## config.mk

```make
export PLATFORM = sky130hd
export DESIGN_NAME = alu_dispatch_unit
export DESIGN_NICKNAME = d
export VERILOG_FILES = /design/src/rtl/alu_dispatch_unit.sv
export SDC_FILE = /design/constraint.sdc
export NUM_CORES = 1
export LEC_CHECK = 0
export CAP_MARGIN = 0
export CORE_MARGIN = 2
export CORE_UTILIZATION = 39
export CTS_BUF_LIST = sky130_fd_sc_hd__clkbuf_16
export DETAILED_ROUTE_END_ITERATION = 7
export GPL_TIMING_DRIVEN = 0
export PLACE_DENSITY = 0.55
export RECOVER_POWER = 25
export SETUP_SLACK_MARGIN = 0.2
export SYNTH_ARGS = -nofsm -noshare
export SYNTH_HDL_FRONTEND = slang
export SYNTH_SLANG_ARGS = --single-unit
```

## constraint.sdc

```tcl
create_clock -name Clock -period 11.32 [get_ports Clock]
set_clock_uncertainty 0.2 [all_clocks]
set_input_delay 3.396 -clock Clock [delete_from_list [all_inputs] [get_ports Clock]]
set_output_delay 3.396 -clock Clock [all_outputs]
set_load 0.05 [all_outputs]
```

## src/rtl/alu_dispatch_unit.sv

```systemverilog
// Sequential front end for the combinational ALU: accepts one instruction per
// valid/ready handshake, reads operands, drives the ALU and writes results back.
package InstructionSetPkg;
  localparam int DataWidth      = 16;
  localparam int ImmediateWidth = 8;

  typedef enum logic [3:0] {
    OpLil  = 4'd0,
    OpLih  = 4'd1,
    OpMove = 4'd2,
    OpAdc  = 4'd3,
    OpNor  = 4'd4,
    OpRor  = 4'd5,
    OpRsvd = 4'd15
  } eOperation;

  typedef struct packed {
    logic Carry;
    logic Zero;
    logic Negative;
    logic Overflow;
  } sFlags;
endpackage

module alu_dispatch_unit
  import InstructionSetPkg::*;
#(
  parameter int DataWidth      = InstructionSetPkg::DataWidth,
  parameter int ImmediateWidth = InstructionSetPkg::ImmediateWidth,
  parameter int RegCount       = 8,
  parameter int RegAddrWidth   = $clog2(RegCount)
) (
  input  logic                             Clock,
  input  logic                             Reset,
  input  logic                             InValid,
  output logic                             InReady,
  input  eOperation                        InOp,
  input  logic        [RegAddrWidth-1:0]   InDestReg,
  input  logic        [RegAddrWidth-1:0]   InSrcReg,
  input  logic signed [ImmediateWidth-1:0] InImm,
  output eOperation                        AluOperation,
  output logic signed [DataWidth-1:0]      AluInSrc,
  output logic signed [DataWidth-1:0]      AluInDest,
  output logic signed [ImmediateWidth-1:0] AluInImm,
  output sFlags                            AluInFlags,
  input  logic signed [DataWidth-1:0]      AluOutDest,
  input  sFlags                            AluOutFlags,
  output sFlags                            Flags,
  output logic                             Done,
  input  logic        [RegAddrWidth-1:0]   DbgAddr,
  output logic        [DataWidth-1:0]      DbgData
);

  typedef enum logic [1:0] {
    StIdle  = 2'd0,
    StRead  = 2'd1,
    StExec  = 2'd2,
    StWrite = 2'd3
  } state_e;

  state_e                           state_q, state_d;
  eOperation                        op_q, op_d;
  logic        [RegAddrWidth-1:0]   dest_q, dest_d;
  logic        [RegAddrWidth-1:0]   src_q, src_d;
  logic signed [ImmediateWidth-1:0] imm_q, imm_d;
  eOperation                        alu_op_q, alu_op_d;
  logic signed [DataWidth-1:0]      alu_src_q, alu_src_d;
  logic signed [DataWidth-1:0]      alu_dest_q, alu_dest_d;
  logic signed [ImmediateWidth-1:0] alu_imm_q, alu_imm_d;
  logic signed [DataWidth-1:0]      result_q, result_d;
  sFlags                            flags_next_q, flags_next_d;
  sFlags                            flags_q, flags_d;
  logic                             done_q, done_d;
  logic signed [DataWidth-1:0]      regfile_q [RegCount];
  logic signed [DataWidth-1:0]      regfile_d [RegCount];

  // Instruction sequencing: IDLE -> READ -> EXEC -> WRITE, one instruction in flight.
  always_comb begin
    state_d      = state_q;
    op_d         = op_q;
    dest_d       = dest_q;
    src_d        = src_q;
    imm_d        = imm_q;
    alu_op_d     = alu_op_q;
    alu_src_d    = alu_src_q;
    alu_dest_d   = alu_dest_q;
    alu_imm_d    = alu_imm_q;
    result_d     = result_q;
    flags_next_d = flags_next_q;
    flags_d      = flags_q;
    done_d       = 1'b0;
    regfile_d    = regfile_q;
    case (state_q)
      StIdle: begin
        if (InValid) begin
          op_d    = InOp;
          dest_d  = InDestReg;
          src_d   = InSrcReg;
          imm_d   = InImm;
          state_d = StRead;
        end else begin
          state_d = StIdle;
        end
      end
      StRead: begin
        alu_src_d  = regfile_q[src_q];
        alu_dest_d = regfile_q[dest_q];
        alu_op_d   = op_q;
        alu_imm_d  = imm_q;
        state_d    = StExec;
      end
      StExec: begin
        result_d     = AluOutDest;
        flags_next_d = AluOutFlags;
        state_d      = StWrite;
      end
      StWrite: begin
        // Every opcode commits, so unimplemented ops write the ALU's zero default.
        regfile_d[dest_q] = result_q;
        flags_d           = flags_next_q;
        done_d            = 1'b1;
        state_d           = StIdle;
      end
      default: begin
        state_d = StIdle;
      end
    endcase
  end

  // State, pipeline and architectural registers; reset aborts any instruction.
  always_ff @(posedge Clock or posedge Reset) begin
    if (Reset) begin
      state_q      <= StIdle;
      op_q         <= OpLil;
      dest_q       <= '0;
      src_q        <= '0;
      imm_q        <= '0;
      alu_op_q     <= OpLil;
      alu_src_q    <= '0;
      alu_dest_q   <= '0;
      alu_imm_q    <= '0;
      result_q     <= '0;
      flags_next_q <= '0;
      flags_q      <= '0;
      done_q       <= 1'b0;
      regfile_q    <= '{default: '0};
    end else begin
      state_q      <= state_d;
      op_q         <= op_d;
      dest_q       <= dest_d;
      src_q        <= src_d;
      imm_q        <= imm_d;
      alu_op_q     <= alu_op_d;
      alu_src_q    <= alu_src_d;
      alu_dest_q   <= alu_dest_d;
      alu_imm_q    <= alu_imm_d;
      result_q     <= result_d;
      flags_next_q <= flags_next_d;
      flags_q      <= flags_d;
      done_q       <= done_d;
      regfile_q    <= regfile_d;
    end
  end

  assign InReady      = (state_q == StIdle);
  assign AluOperation = alu_op_q;
  assign AluInSrc     = alu_src_q;
  assign AluInDest    = alu_dest_q;
  assign AluInImm     = alu_imm_q;
  assign AluInFlags   = flags_q;
  assign Flags        = flags_q;
  assign Done         = done_q;
  assign DbgData      = regfile_q[DbgAddr];

endmodule

```

# Yosys cells after proc, flatten, opt, wreduce, memory -nomap -nowiden
# Index checks and enable logic that the tools add are counted.
# word_totals
register_bits,217
word_cells,55
out_inout_bits,70
# op_classes
n_lt_le_gt_ge,4
bitwise_logic,3
reduce_logical,3
muxes,15
eq_ne,3
# op_table
cell,count
$bmux W16 S3,3
$bwmux W128,1
$mux W16,7
$demux W16 S3,1
$ge A4 B4 Y1 const B,3
$not A3 Y4,3
$pmux W2 S4,1
$eq A2 B2 Y1 const B,2
$lt A4 B1 Y1 const B,1
$eq A2 B1 Y1 const B,1
$logic_not A2 Y1,1
$mux W1,2
$reduce_and A2 Y1,1
$logic_and A1 B1 Y1,1

# Logic depth before layout (Yosys ltp)
# logic_depth
word_depth,6
ltp_mapped,7
depth_no_buf,4

# Worst setup path before layout
# Ideal clock, no wire load.
# synth_path
path_kind,input port to output port
start,input DbgAddr[0]
end,output DbgData[0]
setup_slack_ns,2.985
cell_stages,4
required_time_ns,7.724
arrival_ns,4.739
path_cell_list,buf_2 -> buf_2 -> mux4_2 -> mux2_2
# synth_via
elab_chain_len,4
# synth_rtl
element,line_no,text
from (decl),50,"input logic [RegAddrWidth-1:0] DbgAddr,"
$not A3 Y4 (implied by the code),173,assign DbgData = regfile_q[DbgAddr];
$bmux W16 S3,173,
$mux W16 (implied by the code) (2 in series),173,
to (decl),51,output logic [DataWidth-1:0] DbgData
# Every way passes these cells. The select of a mux whose other input is x is not followed.

# Worst setup path in the final report
# layout_path
start,input DbgAddr[1]
end,output DbgData[0]
# Same word-level chain as after synthesis.

==> impl_metrics.ini <==
[clock_network]
clkLatencyLatePin_ns = 0.54
cts_tree = built
cts_max_level = 1
cts_hold_buffers = 0
cts-resized-gates = 0
cts_buffers = 26
cts.clk_slew.worst_paths_ns = 0.06
cts_setup_buffers = 0
clock_sinks = 217
clk_path_buf_depth = 3
cts_root_buf = clkbuf_16

[die]
die_h_um = 174
die_x_um = 174
core_area_sq_mm = 0.0286
placementRows = 62
ios = 114
start_util_pct = 39.4
fp.dieArea_sq_mm = 0.0303

[grt]
grt_pass1_vias = 7856
grt_pass1_wl_um = 53200
grt_overflow = 0
antenna_found_initial = 0
grt_usage_pct = 24.0
grt_max_degree = 112

[layout]
n_antenna_cell = 0
num-nets-final = 969
final_layout_size_suffix_gt1_share_pct = 32.8
area_growth_pct = 20.8
multi_input_area_sq_mm = 0.00536
fill_cells = 2612
ff_latch_area_sq_mm = 0.00543

[synth]
seq_area_frac_synth_pct = 48.1
synthTopCellsByCount = dfrtp_1, mux2_2, mux2i_1
synth_cell_types = 32
async_flop_share_pct = 100
yosysWarnings = 0
synth_top_family_by_area = multiplexers
synth_edf_count = 0
synthMuxAreaShare_pct = 37.0
synthesis.area_sq_mm = 0.0113
synth_top_area_share_pct = 48.1
synthFlopType = dfrtp_1
yosys.area_share.simple_pct = 4.69
synth-adder-area-share_pct = 0.443
synth-xor-area-share_pct = 0
synth_top_cells_by_area = dfrtp_1, mux2_2, mux4_2
synth_compound_gate_area_share_pct = 6.10
synth.most_common_cell = dfrtp_1
yosys.area.top_type = dfrtp_1
syn_avg_cell_area_sq_um = 14.5
synth_nets = 829
synth-seq-cells = 217
synthCells = 781

[timing]
fin_setup_tns_ns = 0
holdWs_ns = 0.297
hold_violations = 0
setup_viol = 0
maxSlewHeadroom_pct = -21.8
fmax_mhz = 101
layout_min_cycle_time_ns = 9.89
worst_slew_pin_slew_ns = 1.82
drv_slew = 8
post-route-period-util_pct = 87.3
rsz0062_at_grt = false

[detailed_routing]
drt_wl_total_um = 35900
viasPerCell = 5.70
wire_per_inst_um = 27.1
drt_pass1_iterations = 5
drc = 0
drt-initial-drc-count = 474
ant_nets = 0
vias = 7550

[place]
gp_congestion = 0.819
numPortBuffers = 111
place_hpwl_um = 22500

[critical_path]
cp_max_fo = 10
timing.rr.start = state_q[0]
crit_chain = clkdlybuf4s50_1, clkbuf_1, mux4_2, mux2_2, clkdlybuf4s50_1
crit_required_ns = 7.72
critPathKind = in2out
r2r-end = regfile_q[98]
startpoint_type = primary input
arrival_ns = 6.29
crit_path_top_delay_cell = clkbuf_1
timing.critical_path.mode_cell = clkdlybuf4s50_1
r2r_cells = 6
end_kind = output port
rrSetupSlack_ns = 7.50
critical-path-max-stage-delay_ns = 0.82

[power]
leakagePower_nw = 5.86
ir_worst_vdd_uv = 187
powerDensity_mw_per_mm2 = 353

[hold_path]
hold_start = AluInDest[8]
hp-class = reg2reg
hold_path_depth = 1
holdPathEnd = AluInDest[8]

[outcome]
status = finished with violations
violations = max-capacitance violations, max-slew violations

[flow_run]
drv_cap = 1
[flip-flops by register name (all words and copies together) (netlist names)]
signal / flops
AluInSrc: 16
flags_next_q: 4
op_q: 4
Done: 1
AluInDest: 16
state_q: 2
AluInImm: 8
imm_q: 8
AluOperation: 4
regfile_q: 128
result_q: 16
AluInFlags: 4
src_q: 3
dest_q: 3
[routing by layer]
metal  track usage (%)  wire (um)  vias up
li1                  -          -     3259
met1              34.4      16400     3980
met2              37.4      16500      250
met3              4.13       2050       61
met4              7.00        972        0
met5                 0          0        -
[through the flow]
step | worst slack, ns | total power (W) | cells | instance area, sq um | utilization, %
floorplan | 1.79 | 0.00318 | 781 | 11300 | -
global placement | -1.51 | 0.00398 | 1276 | 12900 | 45.0
detailed placement | 1.48 | 0.00400 | 1277 | 12900 | 45.1
CTS | 1.47 | 0.00487 | 1324 | 13800 | 48.1
global route | 1.42 | 0.00506 | 1324 | 13600 | 47.6
finish | 1.43 | 0.00481 | 1324 | 13600 | 47.6
[placed cells by master (no fill, tap or decap), drive strengths merged]
cell and instances:
mux4 48, buf 38, bufinv 4, o22a 15
a22oi 16, clkinv 11, nor3b 1, a211o 16
o221ai 15, nor3 2, nand4 1, ha 4
nor2b 48, dfrtp 217, a41o 16, mux2 198
clkbuf 58, nor2 2, nand3 16, nand2b 3
clkdlybuf4s50 111, o21ai 1, nand4b 1, mux2i 83
or2 2, nand2 3, inv 10
[critical path, delay by kind of cell]
family	cells	cell delay (ns)
buf+inv	3	2.17
mux	2	0.71
[cell type report]
| class | count | share of cell area, % |
|---|---|---|
| timing repair buffer | 112 | 8.35 |
| clock buffer | 27 | 4.95 |
| buffer | 68 | 2.54 |
| inverter | 5 | 0.193 |
| multi-input combinational | 491 | 39.3 |
| tap | 384 | 3.52 |
| clock inverter | 20 | 1.36 |
| sequential | 217 | 39.8 |
[worst max path at each step]
stage	endpoint	startpoint	cells past startpoint	slack, ns
2_1_floorplan	AluInDest[0]	Reset	1	1.79
3_3_place_gp	imm_q[5]	Reset	2	-1.51
3_5_place_dp	DbgData[0]	DbgAddr[1]	5	1.48
4_1_cts	DbgData[0]	DbgAddr[1]	5	1.47
5_1_grt	DbgData[0]	DbgAddr[1]	5	1.42
6_report	DbgData[0]	DbgAddr[1]	5	1.43
[cell families after synthesis]
| group | count (synthesis) |
|---|---|
| DFF | 217 |
| muxes | 329 |
| and+or+nand+nor | 79 |
| adders and majority gates | 4 |
| AOI/OAI and AO/OA | 79 |
| buffers and inverters | 73 |
[power breakdown]
part	leakage, nW	total, W	switching [W]	internal, W
clock network	0.443	0.000848	0.000331	0.000518
registers	2.67	0.00155	0.000383	0.00116
logic	2.75	0.00242	0.00132	0.00110
total	5.86	0.00481	0.00203	0.00278
Power figures use the tool's default switching activity.
